==> src/rtl/mem_port_arbiter.sv <==
// Three-port arbiter in front of one single-port memory: one transaction at a time,
// fixed priority data > fetch > ext, with a starvation override for the ext port.
module mem_port_arbiter #(
  parameter int ADDR_WIDTH   = 11,
  parameter int DATA_WIDTH   = 16,
  parameter int MEM_LATENCY  = 1,
  parameter int STARVE_LIMIT = 3
) (
  input  logic                    clock_in,
  input  logic                    reset_in,
  input  logic [2:0]              req_valid_in,
  output logic [2:0]              req_ready_out,
  input  logic [2:0]              req_we_in,
  input  logic [3*ADDR_WIDTH-1:0] req_addr_in,
  input  logic [3*DATA_WIDTH-1:0] req_wdata_in,
  output logic [2:0]              rsp_valid_out,
  output logic [DATA_WIDTH-1:0]   rsp_rdata_out,
  output logic                    mem_en_out,
  output logic                    mem_we_out,
  output logic [ADDR_WIDTH-1:0]   mem_addr_out,
  output logic [DATA_WIDTH-1:0]   mem_wdata_out,
  input  logic [DATA_WIDTH-1:0]   mem_rdata_in,
  output logic                    busy_out,
  output logic [1:0]              owner_out
);

  localparam int SC_W = $clog2(STARVE_LIMIT + 1);
  localparam logic [SC_W-1:0] SC_MAX = SC_W'(STARVE_LIMIT);
  localparam logic [SC_W-1:0] SC_ONE = SC_W'(1);
  localparam logic [1:0] WAIT_INIT = (MEM_LATENCY > 1) ? 2'(MEM_LATENCY - 2) : 2'd0;

  typedef enum logic [1:0] {
    S_IDLE  = 2'd0,
    S_ISSUE = 2'd1,
    S_WAIT  = 2'd2,
    S_RESP  = 2'd3
  } state_t;

  state_t                state_q, state_d;
  logic [1:0]            wait_cnt_q, wait_cnt_d;
  logic [SC_W-1:0]       starve_q, starve_d;
  logic [1:0]            owner_q, owner_d;
  logic                  we_q, we_d;
  logic [ADDR_WIDTH-1:0] addr_q, addr_d;
  logic [DATA_WIDTH-1:0] wdata_q, wdata_d;
  logic                  mem_en_q, mem_en_d;
  logic                  mem_we_q, mem_we_d;
  logic [2:0]            rsp_valid_q, rsp_valid_d;
  logic [DATA_WIDTH-1:0] rsp_rdata_q, rsp_rdata_d;
  logic                  busy_q, busy_d;

  logic                  arb_en_s;
  logic [2:0]            grant_s;
  logic [1:0]            sel_idx_s;
  logic                  sel_we_s;
  logic [ADDR_WIDTH-1:0] sel_addr_s;
  logic [DATA_WIDTH-1:0] sel_wdata_s;

  // Ready must read 0 while reset is held, and no new accept may coincide with the
  // completion strobe of the previous transaction.
  assign arb_en_s = reset_in & (rsp_valid_q == 3'b000);

  always_comb begin
    grant_s   = 3'b000;
    sel_idx_s = 2'd0;
    if ((state_q == S_IDLE) && arb_en_s) begin
      if ((starve_q == SC_MAX) && req_valid_in[2]) begin
        grant_s   = 3'b100;
        sel_idx_s = 2'd2;
      end else if (req_valid_in[1]) begin
        grant_s   = 3'b010;
        sel_idx_s = 2'd1;
      end else if (req_valid_in[0]) begin
        grant_s   = 3'b001;
        sel_idx_s = 2'd0;
      end else if (req_valid_in[2]) begin
        grant_s   = 3'b100;
        sel_idx_s = 2'd2;
      end else begin
        grant_s   = 3'b000;
        sel_idx_s = 2'd0;
      end
    end else begin
      grant_s   = 3'b000;
      sel_idx_s = 2'd0;
    end
  end

  always_comb begin
    sel_we_s    = req_we_in[0];
    sel_addr_s  = req_addr_in[0 +: ADDR_WIDTH];
    sel_wdata_s = req_wdata_in[0 +: DATA_WIDTH];
    case (sel_idx_s)
      2'd1: begin
        sel_we_s    = req_we_in[1];
        sel_addr_s  = req_addr_in[ADDR_WIDTH +: ADDR_WIDTH];
        sel_wdata_s = req_wdata_in[DATA_WIDTH +: DATA_WIDTH];
      end
      2'd2: begin
        sel_we_s    = req_we_in[2];
        sel_addr_s  = req_addr_in[2*ADDR_WIDTH +: ADDR_WIDTH];
        sel_wdata_s = req_wdata_in[2*DATA_WIDTH +: DATA_WIDTH];
      end
      default: begin
        sel_we_s    = req_we_in[0];
        sel_addr_s  = req_addr_in[0 +: ADDR_WIDTH];
        sel_wdata_s = req_wdata_in[0 +: DATA_WIDTH];
      end
    endcase
  end

  always_comb begin
    state_d     = state_q;
    wait_cnt_d  = wait_cnt_q;
    starve_d    = starve_q;
    owner_d     = owner_q;
    we_d        = we_q;
    addr_d      = addr_q;
    wdata_d     = wdata_q;
    mem_en_d    = 1'b0;
    mem_we_d    = 1'b0;
    rsp_valid_d = 3'b000;
    rsp_rdata_d = rsp_rdata_q;
    case (state_q)
      S_IDLE: begin
        if (grant_s != 3'b000) begin
          state_d  = S_ISSUE;
          owner_d  = sel_idx_s;
          we_d     = sel_we_s;
          addr_d   = sel_addr_s;
          wdata_d  = sel_wdata_s;
          mem_en_d = 1'b1;
          mem_we_d = sel_we_s;
          // Port 2 counts a lost grant only while it is actually waiting.
          if (grant_s[2]) begin
            starve_d = '0;
          end else if (req_valid_in[2]) begin
            starve_d = (starve_q == SC_MAX) ? SC_MAX : (starve_q + SC_ONE);
          end else begin
            starve_d = '0;
          end
        end else if (!req_valid_in[2]) begin
          starve_d = '0;
        end else begin
          starve_d = starve_q;
        end
      end
      S_ISSUE: begin
        if (MEM_LATENCY == 1) begin
          state_d = S_RESP;
        end else begin
          state_d    = S_WAIT;
          wait_cnt_d = WAIT_INIT;
        end
      end
      S_WAIT: begin
        if (wait_cnt_q == 2'd0) begin
          state_d = S_RESP;
        end else begin
          wait_cnt_d = wait_cnt_q - 2'd1;
        end
      end
      S_RESP: begin
        // Memory data is valid in this cycle; the strobe and data appear together next cycle.
        state_d     = S_IDLE;
        rsp_valid_d = 3'b001 << owner_q;
        if (!we_q) begin
          rsp_rdata_d = mem_rdata_in;
        end else begin
          rsp_rdata_d = rsp_rdata_q;
        end
      end
      default: begin
        state_d = S_IDLE;
      end
    endcase
    busy_d = (state_d != S_IDLE);
  end

  always_ff @(posedge clock_in or negedge reset_in) begin
    if (!reset_in) begin
      state_q     <= S_IDLE;
      wait_cnt_q  <= 2'd0;
      starve_q    <= '0;
      owner_q     <= 2'd0;
      we_q        <= 1'b0;
      addr_q      <= '0;
      wdata_q     <= '0;
      mem_en_q    <= 1'b0;
      mem_we_q    <= 1'b0;
      rsp_valid_q <= 3'b000;
      rsp_rdata_q <= '0;
      busy_q      <= 1'b0;
    end else begin
      state_q     <= state_d;
      wait_cnt_q  <= wait_cnt_d;
      starve_q    <= starve_d;
      owner_q     <= owner_d;
      we_q        <= we_d;
      addr_q      <= addr_d;
      wdata_q     <= wdata_d;
      mem_en_q    <= mem_en_d;
      mem_we_q    <= mem_we_d;
      rsp_valid_q <= rsp_valid_d;
      rsp_rdata_q <= rsp_rdata_d;
      busy_q      <= busy_d;
    end
  end

  assign req_ready_out = grant_s;
  assign rsp_valid_out = rsp_valid_q;
  assign rsp_rdata_out = rsp_rdata_q;
  assign mem_en_out    = mem_en_q;
  assign mem_we_out    = mem_we_q;
  assign mem_addr_out  = addr_q;
  assign mem_wdata_out = wdata_q;
  assign busy_out      = busy_q;
  assign owner_out     = owner_q;

endmodule
==> config.mk <==
export PLATFORM = sky130hd
export DESIGN_NAME = mem_port_arbiter
export DESIGN_NICKNAME = d
export VERILOG_FILES = /design/src/rtl/mem_port_arbiter.sv
export SDC_FILE = /design/constraint.sdc
export NUM_CORES = 1
export LEC_CHECK = 0
export ABC_AREA = 1
export ABC_CLOCK_PERIOD_IN_PS = 6100
export CORE_ASPECT_RATIO = 0.9
export CORE_MARGIN = 10
export CORE_UTILIZATION = 43
export CTS_CLUSTER_SIZE = 14
export DETAILED_ROUTE_END_ITERATION = 7
export HOLD_SLACK_MARGIN = 0.08
export PLACE_DENSITY = 0.89
export SETUP_SLACK_MARGIN = 0.15
export SKIP_LAST_GASP = 1
export SLEW_MARGIN = 20
export SYNTH_ARGS = -nofsm -noshare
export SYNTH_HDL_FRONTEND = slang
export SYNTH_SLANG_ARGS = --single-unit
==> constraint.sdc <==
create_clock -name clock_in -period 6.1 [get_ports clock_in]
set_input_delay 1.525 -clock clock_in [delete_from_list [all_inputs] [get_ports clock_in]]
set_output_delay 1.525 -clock clock_in [all_outputs]
set_load 0.02 [all_outputs]
==> impl_metrics.ini <==
[die]
dieArea_um2 = 10700
die_h_um = 99.1
initial_core_util_pct = 45.0
die_w_um = 108
core_area_um2 = 6660
fp-row-count = 28
boundaryPins = 159

[timing]
hold_viol = 0
setup-tns-final_ns = 0
slew_violations = 0
period_share_pct = 79.9
finalSetupViolations = 0
min_period_ns = 4.88
worst_slack_ns = 1.22
rsz0062_at_grt = false
tightest_slew_ns = 1.03
skew_ns = 0.00761
fmax_mhz = 205
relSlewSlack_pct = 31.4

[layout]
fin_area_um2 = 4840
final_cell_mix = clkdlybuf4s50_1, nand2_1, dfrtp_1, mux2i_1, o21ai_0
syn_to_final_growth_pct = 61.8
mostFrequentLayoutCell = clkdlybuf4s50_1
layout.nets = 594
layout-drive-gt1-share_pct = 7.80
diodes = 0

[run]
max_cap_viol_count = 0

[synthesis]
syn-cell-area_um2 = 2990
synth_nets = 439
ys_types = 24
synth_area_per_cell_um2 = 9.15
synth_top_flop_cell = dfrtp_1
synth.yosys.warnings = 0
async_flop_share_pct = 100
ys_seq_area_share_pct = 48.5
synth-edff-count = 0
synth.ff_latch_count = 58
synth_cells = 327

[worst_setup_path]
timing.rr.end = mem_wdata_out[14]
worstSetupEndpointType = output port
cp_data_arrival_time_ns = 3.35
path_class = primary input to output port
crit_required_ns = 4.58
reg2reg_depth = 11
worstPathMaxFanout = 5
crit_start = req_valid_in[2]
r2r_start = state_q[0]
rrSetupSlack_ns = 2.95
worstSetupEndpoint = req_ready_out[2]
crit_path_start_kind = primary input

[clock_network]
clkLatencyLatePin_ns = 0.32
cts_inserted_buffers = 9
ctsResizeCount = 0
clk_pin_slew_ns = 0.06
hold_buffers = 0
postCtsSetupBuffers = 0
cts_sinks = 58
cts_tree = built
cts_root_buffer = clkbuf_8
cts_max_level = 3
clockBufferDepth = 2

[placed_design]
hpwl_um = 7520
dpl_worst_slack_ns = 1.28
gp_congestion = 0.847
dpl_cell_area_um2 = 4590
io_buffers = 158

[route]
viasPerCell = 4.78
drc = 0
drt-total-wl_um = 9370
routedWlPerCell_um = 16.2
ant_nets = 0
dr.pass1.iters = 4
drt_iter0_drc = 86
vias = 2756

[power]
leakage_nw = 2.43
total_power_mw = 2.09
power.density_nw_per_um2 = 432
peakVddDrop_mv = 0.154

[global_routing]
grt-ovfl-total = 0
antenna_found_initial = 0
grt_pass1_vias = 2969
grt_pass1_wl_um = 14700
grt_max_degree = 65
grt_usage_pct = 17.2

[min_path]
hold_class = flop to flop
whs_path_depth = 2

[status]
status = finished, final reports clean
==> cell families after synthesis <==
logic type	after synthesis	synth area share [%]
simple gates	150	19.6
flops	58	48.5
mux	44	16.6
compound gates	35	6.40
buf+inv	32	5.69
fa+ha+maj	7	2.93
xor+xnor	1	0.293
==> metal layers <==
metal | share of wire (%) | global-route usage, %
met3 | 13 | 9.74
met1 | 40 | 18.7
met4 | 2.1 | 7.49
met2 | 45 | 26.9
met5 | 0 | 0
==> through the flow <==
stage	cells	util (%)	hold WS, ns
floorplan	327	-	0.445
global placement	561	69.0	0.463
detailed placement	561	69.0	0.468
CTS	577	72.7	0.484
global route	577	72.7	0.519
finish	577	72.7	0.481
==> synthesized netlist by cell type, types with 4 or more instances <==
library cell / instances / area, um2
buf_2: 10 / 50.1
ha_1: 7 / 87.6
dfrtp_1: 58 / 1450
o21ai_1: 4 / 20.0
nand3_1: 7 / 35.0
mux2_2: 6 / 67.6
nand2_1: 129 / 484
nor2_1: 9 / 33.8
o21ai_0: 27 / 135
mux2i_1: 28 / 280
mux2_4: 10 / 150
inv_1: 15 / 56.3
==> worst max-delay path: stages <==
cell	delay, ns
clkdlybuf4s50_1	0.57
nand2_1	0.11
o21ai_0	0.23
nand2_1	0.19
inv_1	0.11
clkdlybuf4s50_1	0.62
==> layout make-up <==
type	count	area [um2]
clock inverter	5	100
timing repair buffer	161	1600
fill	505	1810
multi-input combinational	237	1370
tap	90	113
clock buffer	11	151
inverter	15	56.3
sequential	58	1450
==> sequential cells by signal, indices dropped and copies added, names as in the netlist <==
name / cells
busy_out: 1
mem_addr_out: 11
mem_en_out: 1
mem_wdata_out: 16
mem_we_out: 1
owner_out: 2
rsp_rdata_out: 16
rsp_valid_out: 3
starve_q: 2
state_q: 2
wait_cnt_q: 2
we_q: 1
==> worst min path at each step <==
stage | slack, ns | startpoint | end
floorplan | 0.45 | we_q | we_q
global placement | 0.46 | we_q | we_q
detailed placement | 0.47 | we_q | we_q
CTS | 0.48 | we_q | we_q
global route | 0.52 | mem_addr_out[10] | mem_addr_out[10]
finish | 0.48 | we_q | we_q
==> power breakdown <==
group / internal [mW] / switching [mW] / total [mW]
Combinational: 0.508 / 0.500 / 1.01
Clock: 0.292 / 0.145 / 0.437
Sequential: 0.551 / 0.0962 / 0.647
(Power assumes the default switching activity.)
